### src/rtl/dot_product_ctrl_if.sv
// AXI-Lite master bundle used by the dot-product sequencing engine.
// The master drives the address/data/valid outputs and the ready signals for
// the R and B channels. The slave drives the ready signals for AR/AW/W and the
// R/B responses.
interface dot_product_ctrl_if #(
    parameter int ADDR_WIDTH = 32,
    parameter int DATA_WIDTH = 32
);
    logic [ADDR_WIDTH-1:0]   M_ARADDR;
    logic                    M_ARVALID;
    logic                    M_ARREADY;

    logic [DATA_WIDTH-1:0]   M_RDATA;
    logic [1:0]              M_RRESP;
    logic                    M_RVALID;
    logic                    M_RREADY;

    logic [ADDR_WIDTH-1:0]   M_AWADDR;
    logic                    M_AWVALID;
    logic                    M_AWREADY;

    logic [DATA_WIDTH-1:0]   M_WDATA;
    logic [DATA_WIDTH/8-1:0] M_WSTRB;
    logic                    M_WVALID;
    logic                    M_WREADY;

    logic [1:0]              M_BRESP;
    logic                    M_BVALID;
    logic                    M_BREADY;

    modport master (
        output M_ARADDR, M_ARVALID, input M_ARREADY,
        input  M_RDATA, M_RRESP, M_RVALID, output M_RREADY,
        output M_AWADDR, M_AWVALID, input M_AWREADY,
        output M_WDATA, M_WSTRB, M_WVALID, input M_WREADY,
        input  M_BRESP, M_BVALID, output M_BREADY
    );

    modport slave (
        input  M_ARADDR, M_ARVALID, output M_ARREADY,
        output M_RDATA, M_RRESP, M_RVALID, input M_RREADY,
        input  M_AWADDR, M_AWVALID, output M_AWREADY,
        input  M_WDATA, M_WSTRB, M_WVALID, output M_WREADY,
        output M_BRESP, M_BVALID, input M_BREADY
    );
endinterface

### src/rtl/dot_product_ctrl.sv
// Dot-product sequencing engine. On start it fetches A[i] and B[i] one element
// at a time over AXI-Lite, multiply-accumulates them as signed values, and
// writes the low DATA_WIDTH bits of the accumulator to the output address.
// Only one AXI transaction is ever outstanding, so AR and AW never overlap.
// ACC_WIDTH must be at least 2*DATA_WIDTH so a single product is exact.
module dot_product_ctrl #(
    parameter int ADDR_WIDTH = 32,
    parameter int DATA_WIDTH = 32,
    parameter int ACC_WIDTH  = 64,
    parameter int LEN_WIDTH  = 16
) (
    input  logic                  ACLK,
    input  logic                  ARESETN,
    input  logic                  start,
    input  logic [ADDR_WIDTH-1:0] vec_a_base,
    input  logic [ADDR_WIDTH-1:0] vec_b_base,
    input  logic [LEN_WIDTH-1:0]  vec_len,
    input  logic [ADDR_WIDTH-1:0] out_addr,
    output logic                  busy,
    output logic                  done,
    output logic                  error,
    output logic [DATA_WIDTH-1:0] result,
    dot_product_ctrl_if.master    m_axi
);

    typedef enum logic [2:0] {
        IDLE    = 3'd0,
        RD_A_AR = 3'd1,
        RD_A_R  = 3'd2,
        RD_B_AR = 3'd3,
        RD_B_R  = 3'd4,
        MAC     = 3'd5,
        WR_AW_W = 3'd6,
        WR_B    = 3'd7
    } state_t;

    localparam logic [LEN_WIDTH-1:0] IDX_ONE  = {{(LEN_WIDTH-1){1'b0}}, 1'b1};
    localparam logic [LEN_WIDTH-1:0] IDX_ZERO = {LEN_WIDTH{1'b0}};

    // Byte address of element idx, wrapping modulo 2^ADDR_WIDTH.
    function automatic logic [ADDR_WIDTH-1:0] elem_addr(
        input logic [ADDR_WIDTH-1:0] base,
        input logic [LEN_WIDTH-1:0]  idx
    );
        logic [ADDR_WIDTH+LEN_WIDTH+1:0] sum;
        sum = {{(LEN_WIDTH+2){1'b0}}, base} + {{ADDR_WIDTH{1'b0}}, idx, 2'b00};
        return sum[ADDR_WIDTH-1:0];
    endfunction

    state_t                 state_r;
    logic [ADDR_WIDTH-1:0]  base_a_r;
    logic [ADDR_WIDTH-1:0]  base_b_r;
    logic [LEN_WIDTH-1:0]   len_r;
    logic [ADDR_WIDTH-1:0]  out_addr_r;
    logic [LEN_WIDTH-1:0]   idx_r;
    logic [DATA_WIDTH-1:0]  opa_r;
    logic [DATA_WIDTH-1:0]  opb_r;
    logic [ACC_WIDTH-1:0]   acc_r;

    logic                   busy_r;
    logic                   done_r;
    logic                   error_r;
    logic [DATA_WIDTH-1:0]  result_r;

    logic [ADDR_WIDTH-1:0]  araddr_r;
    logic                   arvalid_r;
    logic                   rready_r;
    logic [ADDR_WIDTH-1:0]  awaddr_r;
    logic                   awvalid_r;
    logic [DATA_WIDTH-1:0]  wdata_r;
    logic                   wvalid_r;
    logic                   bready_r;

    logic [ACC_WIDTH-1:0]   opa_ext_s;
    logic [ACC_WIDTH-1:0]   opb_ext_s;
    logic [ACC_WIDTH-1:0]   prod_s;
    logic [ACC_WIDTH-1:0]   acc_sum_s;
    logic [LEN_WIDTH-1:0]   idx_inc_s;
    logic                   aw_done_s;
    logic                   w_done_s;

    // Operands are sign-extended to the accumulator width; the truncated
    // product is exact because ACC_WIDTH >= 2*DATA_WIDTH.
    assign opa_ext_s = {{(ACC_WIDTH-DATA_WIDTH){opa_r[DATA_WIDTH-1]}}, opa_r};
    assign opb_ext_s = {{(ACC_WIDTH-DATA_WIDTH){opb_r[DATA_WIDTH-1]}}, opb_r};
    assign prod_s    = opa_ext_s * opb_ext_s;
    assign acc_sum_s = acc_r + prod_s;
    assign idx_inc_s = idx_r + IDX_ONE;

    // A write channel counts as finished once its VALID has been dropped or
    // its handshake completes this cycle.
    assign aw_done_s = !awvalid_r || m_axi.M_AWREADY;
    assign w_done_s  = !wvalid_r  || m_axi.M_WREADY;

    assign busy   = busy_r;
    assign done   = done_r;
    assign error  = error_r;
    assign result = result_r;

    assign m_axi.M_ARADDR  = araddr_r;
    assign m_axi.M_ARVALID = arvalid_r;
    assign m_axi.M_RREADY  = rready_r;
    assign m_axi.M_AWADDR  = awaddr_r;
    assign m_axi.M_AWVALID = awvalid_r;
    assign m_axi.M_WDATA   = wdata_r;
    assign m_axi.M_WSTRB   = {(DATA_WIDTH/8){1'b1}};
    assign m_axi.M_WVALID  = wvalid_r;
    assign m_axi.M_BREADY  = bready_r;

    // Sequencer: state, datapath and every bus/status output are registered here.
    always_ff @(posedge ACLK or negedge ARESETN) begin
        if (!ARESETN) begin
            state_r    <= IDLE;
            base_a_r   <= {ADDR_WIDTH{1'b0}};
            base_b_r   <= {ADDR_WIDTH{1'b0}};
            len_r      <= {LEN_WIDTH{1'b0}};
            out_addr_r <= {ADDR_WIDTH{1'b0}};
            idx_r      <= {LEN_WIDTH{1'b0}};
            opa_r      <= {DATA_WIDTH{1'b0}};
            opb_r      <= {DATA_WIDTH{1'b0}};
            acc_r      <= {ACC_WIDTH{1'b0}};
            busy_r     <= 1'b0;
            done_r     <= 1'b0;
            error_r    <= 1'b0;
            result_r   <= {DATA_WIDTH{1'b0}};
            araddr_r   <= {ADDR_WIDTH{1'b0}};
            arvalid_r  <= 1'b0;
            rready_r   <= 1'b0;
            awaddr_r   <= {ADDR_WIDTH{1'b0}};
            awvalid_r  <= 1'b0;
            wdata_r    <= {DATA_WIDTH{1'b0}};
            wvalid_r   <= 1'b0;
            bready_r   <= 1'b0;
        end else begin
            case (state_r)
                IDLE: begin
                    if (start) begin
                        base_a_r   <= vec_a_base;
                        base_b_r   <= vec_b_base;
                        len_r      <= vec_len;
                        out_addr_r <= out_addr;
                        acc_r      <= {ACC_WIDTH{1'b0}};
                        idx_r      <= {LEN_WIDTH{1'b0}};
                        done_r     <= 1'b0;
                        error_r    <= 1'b0;
                        busy_r     <= 1'b1;
                        if (vec_len != IDX_ZERO) begin
                            araddr_r  <= vec_a_base;
                            arvalid_r <= 1'b1;
                            state_r   <= RD_A_AR;
                        end else begin
                            // Empty vectors still produce a write of zero.
                            awaddr_r  <= out_addr;
                            awvalid_r <= 1'b1;
                            wdata_r   <= {DATA_WIDTH{1'b0}};
                            wvalid_r  <= 1'b1;
                            state_r   <= WR_AW_W;
                        end
                    end else begin
                        state_r <= IDLE;
                    end
                end

                RD_A_AR: begin
                    if (m_axi.M_ARREADY) begin
                        arvalid_r <= 1'b0;
                        rready_r  <= 1'b1;
                        state_r   <= RD_A_R;
                    end else begin
                        state_r <= RD_A_AR;
                    end
                end

                RD_A_R: begin
                    if (m_axi.M_RVALID) begin
                        rready_r <= 1'b0;
                        if (m_axi.M_RRESP != 2'b00) begin
                            error_r <= 1'b1;
                            done_r  <= 1'b1;
                            busy_r  <= 1'b0;
                            state_r <= IDLE;
                        end else begin
                            opa_r     <= m_axi.M_RDATA;
                            araddr_r  <= elem_addr(base_b_r, idx_r);
                            arvalid_r <= 1'b1;
                            state_r   <= RD_B_AR;
                        end
                    end else begin
                        state_r <= RD_A_R;
                    end
                end

                RD_B_AR: begin
                    if (m_axi.M_ARREADY) begin
                        arvalid_r <= 1'b0;
                        rready_r  <= 1'b1;
                        state_r   <= RD_B_R;
                    end else begin
                        state_r <= RD_B_AR;
                    end
                end

                RD_B_R: begin
                    if (m_axi.M_RVALID) begin
                        rready_r <= 1'b0;
                        if (m_axi.M_RRESP != 2'b00) begin
                            error_r <= 1'b1;
                            done_r  <= 1'b1;
                            busy_r  <= 1'b0;
                            state_r <= IDLE;
                        end else begin
                            opb_r   <= m_axi.M_RDATA;
                            state_r <= MAC;
                        end
                    end else begin
                        state_r <= RD_B_R;
                    end
                end

                MAC: begin
                    acc_r <= acc_sum_s;
                    idx_r <= idx_inc_s;
                    if (idx_inc_s == len_r) begin
                        awaddr_r  <= out_addr_r;
                        awvalid_r <= 1'b1;
                        wdata_r   <= acc_sum_s[DATA_WIDTH-1:0];
                        wvalid_r  <= 1'b1;
                        state_r   <= WR_AW_W;
                    end else begin
                        araddr_r  <= elem_addr(base_a_r, idx_inc_s);
                        arvalid_r <= 1'b1;
                        state_r   <= RD_A_AR;
                    end
                end

                WR_AW_W: begin
                    if (awvalid_r && m_axi.M_AWREADY) begin
                        awvalid_r <= 1'b0;
                    end else begin
                        awvalid_r <= awvalid_r;
                    end
                    if (wvalid_r && m_axi.M_WREADY) begin
                        wvalid_r <= 1'b0;
                    end else begin
                        wvalid_r <= wvalid_r;
                    end
                    if (aw_done_s && w_done_s) begin
                        bready_r <= 1'b1;
                        state_r  <= WR_B;
                    end else begin
                        state_r <= WR_AW_W;
                    end
                end

                WR_B: begin
                    if (m_axi.M_BVALID) begin
                        bready_r <= 1'b0;
                        result_r <= acc_r[DATA_WIDTH-1:0];
                        done_r   <= 1'b1;
                        busy_r   <= 1'b0;
                        if (m_axi.M_BRESP != 2'b00) begin
                            error_r <= 1'b1;
                        end else begin
                            error_r <= error_r;
                        end
                        state_r <= IDLE;
                    end else begin
                        state_r <= WR_B;
                    end
                end

                default: begin
                    // Unreachable encoding: park safely with the bus quiet.
                    arvalid_r <= 1'b0;
                    rready_r  <= 1'b0;
                    awvalid_r <= 1'b0;
                    wvalid_r  <= 1'b0;
                    bready_r  <= 1'b0;
                    busy_r    <= 1'b0;
                    state_r   <= IDLE;
                end
            endcase
        end
    end

endmodule

### src/flat_wrapper.sv
// flat-port wrapper written by rule: the top's interface ports become plain ports
module dot_product_ctrl_flat 
#(
    parameter int ADDR_WIDTH = 32,
    parameter int DATA_WIDTH = 32,
    parameter int ACC_WIDTH  = 64,
    parameter int LEN_WIDTH  = 16
)
  (ACLK, ARESETN, start, vec_a_base, vec_b_base, vec_len, out_addr, busy, done, error, result, m_axi_M_ARADDR, m_axi_M_ARVALID, m_axi_M_ARREADY, m_axi_M_RDATA, m_axi_M_RRESP, m_axi_M_RVALID, m_axi_M_RREADY, m_axi_M_AWADDR, m_axi_M_AWVALID, m_axi_M_AWREADY, m_axi_M_WDATA, m_axi_M_WSTRB, m_axi_M_WVALID, m_axi_M_WREADY, m_axi_M_BRESP, m_axi_M_BVALID, m_axi_M_BREADY);
  dot_product_ctrl_if #(.ADDR_WIDTH(ADDR_WIDTH), .DATA_WIDTH(DATA_WIDTH)) m_axi_i ();
  input  logic ACLK;
  input  logic ARESETN;
  input  logic start;
  input  logic [ADDR_WIDTH-1:0] vec_a_base;
  input  logic [ADDR_WIDTH-1:0] vec_b_base;
  input  logic [LEN_WIDTH-1:0] vec_len;
  input  logic [ADDR_WIDTH-1:0] out_addr;
  output logic busy;
  output logic done;
  output logic error;
  output logic [DATA_WIDTH-1:0] result;
  output wire logic [$bits(m_axi_i.M_ARADDR)-1:0] m_axi_M_ARADDR;
  output wire logic [$bits(m_axi_i.M_ARVALID)-1:0] m_axi_M_ARVALID;
  input wire logic [$bits(m_axi_i.M_ARREADY)-1:0] m_axi_M_ARREADY;
  input wire logic [$bits(m_axi_i.M_RDATA)-1:0] m_axi_M_RDATA;
  input wire logic [$bits(m_axi_i.M_RRESP)-1:0] m_axi_M_RRESP;
  input wire logic [$bits(m_axi_i.M_RVALID)-1:0] m_axi_M_RVALID;
  output wire logic [$bits(m_axi_i.M_RREADY)-1:0] m_axi_M_RREADY;
  output wire logic [$bits(m_axi_i.M_AWADDR)-1:0] m_axi_M_AWADDR;
  output wire logic [$bits(m_axi_i.M_AWVALID)-1:0] m_axi_M_AWVALID;
  input wire logic [$bits(m_axi_i.M_AWREADY)-1:0] m_axi_M_AWREADY;
  output wire logic [$bits(m_axi_i.M_WDATA)-1:0] m_axi_M_WDATA;
  output wire logic [$bits(m_axi_i.M_WSTRB)-1:0] m_axi_M_WSTRB;
  output wire logic [$bits(m_axi_i.M_WVALID)-1:0] m_axi_M_WVALID;
  input wire logic [$bits(m_axi_i.M_WREADY)-1:0] m_axi_M_WREADY;
  input wire logic [$bits(m_axi_i.M_BRESP)-1:0] m_axi_M_BRESP;
  input wire logic [$bits(m_axi_i.M_BVALID)-1:0] m_axi_M_BVALID;
  output wire logic [$bits(m_axi_i.M_BREADY)-1:0] m_axi_M_BREADY;
  assign m_axi_M_ARADDR = m_axi_i.M_ARADDR;
  assign m_axi_M_ARVALID = m_axi_i.M_ARVALID;
  assign m_axi_i.M_ARREADY = m_axi_M_ARREADY;
  assign m_axi_i.M_RDATA = m_axi_M_RDATA;
  assign m_axi_i.M_RRESP = m_axi_M_RRESP;
  assign m_axi_i.M_RVALID = m_axi_M_RVALID;
  assign m_axi_M_RREADY = m_axi_i.M_RREADY;
  assign m_axi_M_AWADDR = m_axi_i.M_AWADDR;
  assign m_axi_M_AWVALID = m_axi_i.M_AWVALID;
  assign m_axi_i.M_AWREADY = m_axi_M_AWREADY;
  assign m_axi_M_WDATA = m_axi_i.M_WDATA;
  assign m_axi_M_WSTRB = m_axi_i.M_WSTRB;
  assign m_axi_M_WVALID = m_axi_i.M_WVALID;
  assign m_axi_i.M_WREADY = m_axi_M_WREADY;
  assign m_axi_i.M_BRESP = m_axi_M_BRESP;
  assign m_axi_i.M_BVALID = m_axi_M_BVALID;
  assign m_axi_M_BREADY = m_axi_i.M_BREADY;
  dot_product_ctrl #(.ADDR_WIDTH(ADDR_WIDTH), .DATA_WIDTH(DATA_WIDTH), .ACC_WIDTH(ACC_WIDTH), .LEN_WIDTH(LEN_WIDTH)) u_core (.ACLK(ACLK), .ARESETN(ARESETN), .start(start), .vec_a_base(vec_a_base), .vec_b_base(vec_b_base), .vec_len(vec_len), .out_addr(out_addr), .busy(busy), .done(done), .error(error), .result(result), .m_axi(m_axi_i));
endmodule
### config.mk
export PLATFORM = sky130hd
export DESIGN_NAME = dot_product_ctrl_flat
export DESIGN_NICKNAME = d
export VERILOG_FILES = /design/src/rtl/dot_product_ctrl_if.sv /design/src/rtl/dot_product_ctrl.sv /design/src/flat_wrapper.sv
export SDC_FILE = /design/constraint.sdc
export NUM_CORES = 2
export LEC_CHECK = 0
export BUFFER_PORTS_ARGS = -buffer_cell sky130_fd_sc_hd__buf_2
export CAP_MARGIN = 20
export CORE_ASPECT_RATIO = 0.8
export CORE_MARGIN = 3
export CORE_UTILIZATION = 56
export CTS_CLUSTER_DIAMETER = 100
export CTS_CLUSTER_SIZE = 24
export DETAILED_ROUTE_END_ITERATION = 8
export PLACE_DENSITY = 0.79
export SYNTH_ARGS = -nofsm -noshare
export SYNTH_HDL_FRONTEND = slang
export SYNTH_SLANG_ARGS = --single-unit
### constraint.sdc
create_clock -name ACLK -period 7.15 [get_ports ACLK]
set_input_delay 1.0725 -clock ACLK [delete_from_list [all_inputs] [get_ports ACLK]]
set_output_delay 1.0725 -clock ACLK [all_outputs]
set_load 0.1 [all_outputs]
==> results.py <==
metrics = {
    "status": {
        "status": "finished clean",
    },
    "synthesis": {
        "netlist_instances": 3535,
        "ys_ff_latch": 363,
        "yosysWarnings": 0,
        "seq_area_frac_synth_pct": 26.4,
        "ys.flop_type": "dfrtp_1",
        "synth.distinct_cells": 81,
        "syn_area_per_cell_um2": 9.73,
        "async_reset_ff_share_pct": 100,
        "synth_edf_count": 0,
        "syn_area_um2": 34400,
    },
    "sta": {
        "tightest_slew_ns": 1.06,
        "fin_crit_sh_pct": 98.6,
        "fin_hold_ws_ns": 0.471,
        "fin_crit_ns": 7.05,
        "final-max-slew-violation-count": 0,
        "clock_skew_ns": 0.0312,
        "setup_violations": 0,
        "fmax_ghz": 0.142,
        "slew-limit-headroom_pct": 29.6,
        "hold_viol_final": 0,
    },
    "floorplan": {
        "die_area_um2": 64400,
        "num_rows": 80,
        "io-pin-count": 296,
        "fp.coreArea_um2": 60200,
        "fp.dieW_um": 283,
        "fp.dieH_um": 228,
        "initial_core_util_pct": 57.2,
    },
    "layout": {
        "fillers": 4715,
        "drive_gt1_share_pct": 20.2,
        "fin_cells": 4684,
        "design_area_um2": 38800,
        "final_util_pct": 64.4,
        "syn_to_final_growth_pct": 12.7,
        "fin_nets": 4632,
    },
    "setup_path": {
        "cpMostUsedCell": "fa_1",
        "worstSetupPathType": "register to register",
        "slowest_stage": "fa_1",
        "worstPathCellList": "buf_4 -> buf_4 -> and2_4 -> fa_1 -> fa_1 -> inv_1 -> fa_1 -> fa_1 -> inv_1 -> ha_4 -> ha_4 -> fa_1 -> inv_1 -> fa_1 -> inv_1 -> ha_4 -> a211o_1 -> o311a_1 -> a211oi_2 -> o21ai_4 -> o2111a_1 -> or4_1 -> nand3_1",
        "r2r_end": "u_core.acc_r[30]$_DFFE_PN0P_",
        "crit_path_end_kind": "register",
        "rr_worst_depth": 23,
        "required_ns": 7.67,
        "worstPathArrival_ns": 7.57,
        "cp_top_family": "adder cells",
        "cp_slowest_stage_delay_ns": 0.53,
        "cp.depth": 23,
        "cp_num_buf_inv": 6,
        "cp-start-kind": "register",
        "r2r_slack_ns": 0.1,
        "reg2reg_from": "u_core.opb_r[2]$_DFFE_PN0P_",
        "cp_max_fo": 5,
    },
    "cts": {
        "clkSlewWorstSetupHoldPaths_ns": 0.11,
        "cts_buffer_depth": 3,
        "root_buffer": "clkbuf_16",
        "clock-sinks": 363,
        "cts_hold_buf": 0,
        "clkLatencyLatePin_ns": 0.59,
        "ctsHtreeMaxLevel": 1,
        "numCtsBuffers": 21,
        "cts_tree": "yes",
    },
    "place": {
        "hpwl_um": 75200,
        "place_area_um2": 37400,
        "io_buffers": 291,
        "gp_congestion": 0.961,
        "placed_cells": 4613,
    },
    "route": {
        "via_per_inst": 5.65,
        "drc_errors": 0,
        "detail-route-antenna-nets": 0,
        "drt_iter0_markers": 2415,
        "routedWlPerCell_um": 20.5,
        "vias": 26400,
        "firstDrtPassIters": 6,
        "routed_wl_um": 96200,
    },
    "min_path": {
        "min_path_type": "input pin to asynchronous set/reset pin",
    },
    "global_route": {
        "overflow": 0,
        "grt_usage_pct": 29.5,
        "grt_max_degree": 154,
        "antenna_found_initial": 4,
        "grt_first_pass_wirelength_um": 149000,
        "grt_pass1_vias": 26200,
    },
    "job": {
        "maxCapViolations": 0,
    },
}
-- synth_stat cells (5+ instances only) --
master | instances | area [um^2]
a41oi_1 | 8 | 70.1
or3_1 | 7 | 43.8
dfrtp_1 | 363 | 9080
a21o_1 | 22 | 165
inv_1 | 551 | 2070
o21bai_1 | 7 | 52.6
o211ai_1 | 11 | 82.6
o31ai_1 | 10 | 75.1
or4_1 | 6 | 45.0
o22ai_1 | 5 | 31.3
buf_2 | 17 | 85.1
nand3b_1 | 5 | 37.5
nand2b_1 | 15 | 93.8
mux2i_1 | 31 | 310
ha_1 | 184 | 2300
nand4_1 | 12 | 75.1
nor3b_1 | 6 | 45.0
clkbuf_1 | 146 | 548
and2_1 | 324 | 2030
nand2_1 | 440 | 1650
nor4_1 | 6 | 37.5
o21ai_1 | 7 | 35.0
nor3_1 | 22 | 110
nand3_1 | 31 | 155
a22oi_1 | 17 | 128
a22o_1 | 8 | 70.1
buf_4 | 8 | 60.1
xor2_1 | 46 | 403
and3_1 | 20 | 125
a21oi_1 | 92 | 460
nor2_1 | 131 | 492
a31oi_1 | 38 | 238
and4_1 | 5 | 43.8
o21ai_0 | 111 | 556
mux2_2 | 180 | 2030
buf_1 | 9 | 33.8
fa_1 | 440 | 8810
o21a_1 | 12 | 90.1
a221oi_1 | 8 | 70.1
xnor2_1 | 99 | 867
nor2b_1 | 13 | 81.3
-- worst register-to-register path: cells and delay by family, from the launching register on --
| family | cells | cell delay (ns) |
|---|---|---|
| buf+inv | 6 | 0.53 |
| flops | 1 | 0.46 |
| fa+ha+maj | 9 | 3.75 |
| simple gates | 3 | 0.78 |
| compound gates | 5 | 1.48 |
-- layout make-up --
cell class / instances / area [um^2] / share of cell area, %
diodes: 5 / 12.5 / 0.0323
clock buffers: 21 / 526 / 1.36
clock inverters: 9 / 123 / 0.316
inverters: 551 / 2070 / 5.34
multi-input cells: 2442 / 22900 / 59.0
flip-flops and latches: 363 / 9110 / 23.5
well taps: 820 / 1030 / 2.65
repair buffers: 473 / 3010 / 7.78
-- cell families after synthesis --
family	synth area share [%]
AOI/OAI and AO/OA	7.30
xor gates and xnor gates	3.76
adders and majority gates	32.3
buffers and inverters	8.17
DFF	26.4
muxes	6.80
other	0.0109
and+or+nand+nor	15.2
-- state kept, by name, summed over array words and instances (netlist names), 3 cells and up --
name and count:
u_core.acc_r 32, u_core.base_a_r 32, u_core.base_b_r 32, u_core.m_axi.M_ARADDR 32, u_core.m_axi.M_AWADDR 32, u_core.m_axi.M_WDATA 32, u_core.opa_r 32, u_core.opb_r 32
u_core.out_addr_r 32, u_core.result 32, u_core.idx_r 16, u_core.len_r 16, u_core.state_r 3
-- cell usage in the layout, fill, tap and decap left out, drive strengths merged, types with 38 or more instances in the layout --
master  instances
buf           471
and2          324
xor2           46
xnor2          99
a21oi          92
o21ai         118
nand2         440
ha            184
dfrtp         363
fa            440
inv           557
mux2          180
a31oi          38
nor2          131
-- worst max-delay path by stage --
stage | start | to | slack (ns)
after detailed placement | u_core.opb_r[4]$_DFFE_PN0P_ | u_core.acc_r[30]$_DFFE_PN0P_ | -0.13
after CTS | u_core.opb_r[3]$_DFFE_PN0P_ | u_core.acc_r[29]$_DFFE_PN0P_ | 0.008
after global routing | u_core.opb_r[6]$_DFFE_PN0P_ | u_core.m_axi.M_WDATA[25]$_DFFE_PN0P_ | -0.07
after global placement | u_core.opb_r[4]$_DFFE_PN0P_ | u_core.acc_r[30]$_DFFE_PN0P_ | -0.03
final | u_core.opb_r[2]$_DFFE_PN0P_ | u_core.acc_r[30]$_DFFE_PN0P_ | 0.1
after floorplan | u_core.opb_r[4]$_DFFE_PN0P_ | u_core.acc_r[30]$_DFFE_PN0P_ | 0.15
-- stage by stage --
stage	setup TNS [ns]	setup slack, ns
global route	-0.276	-0.0660
global placement	-0.0419	-0.0266
finish	0	0.0975
CTS	0	0.00780
floorplan	0	0.154
detailed placement	-0.426	-0.126
-- per-layer routing --
layer	vias up	routed length, um	global-route usage (%)
met5	-	0	0
met4	0	3690	9.55
met3	204	9690	6.89
met2	1243	41900	44.2
met1	13300	40900	42.9
li1	11700	-	-
-- what timing repair did --
item	4_1_cts	5_1_grt
pin swaps	2	69
setup buffers	2	34
endpoints found under the setup margin	9	22
gates resized for setup	13	93
cloned	0	0
Power is left out: the tool's default activity adds up to more than one toggle a clock period on the data nets, which glitch-free logic cannot reach.
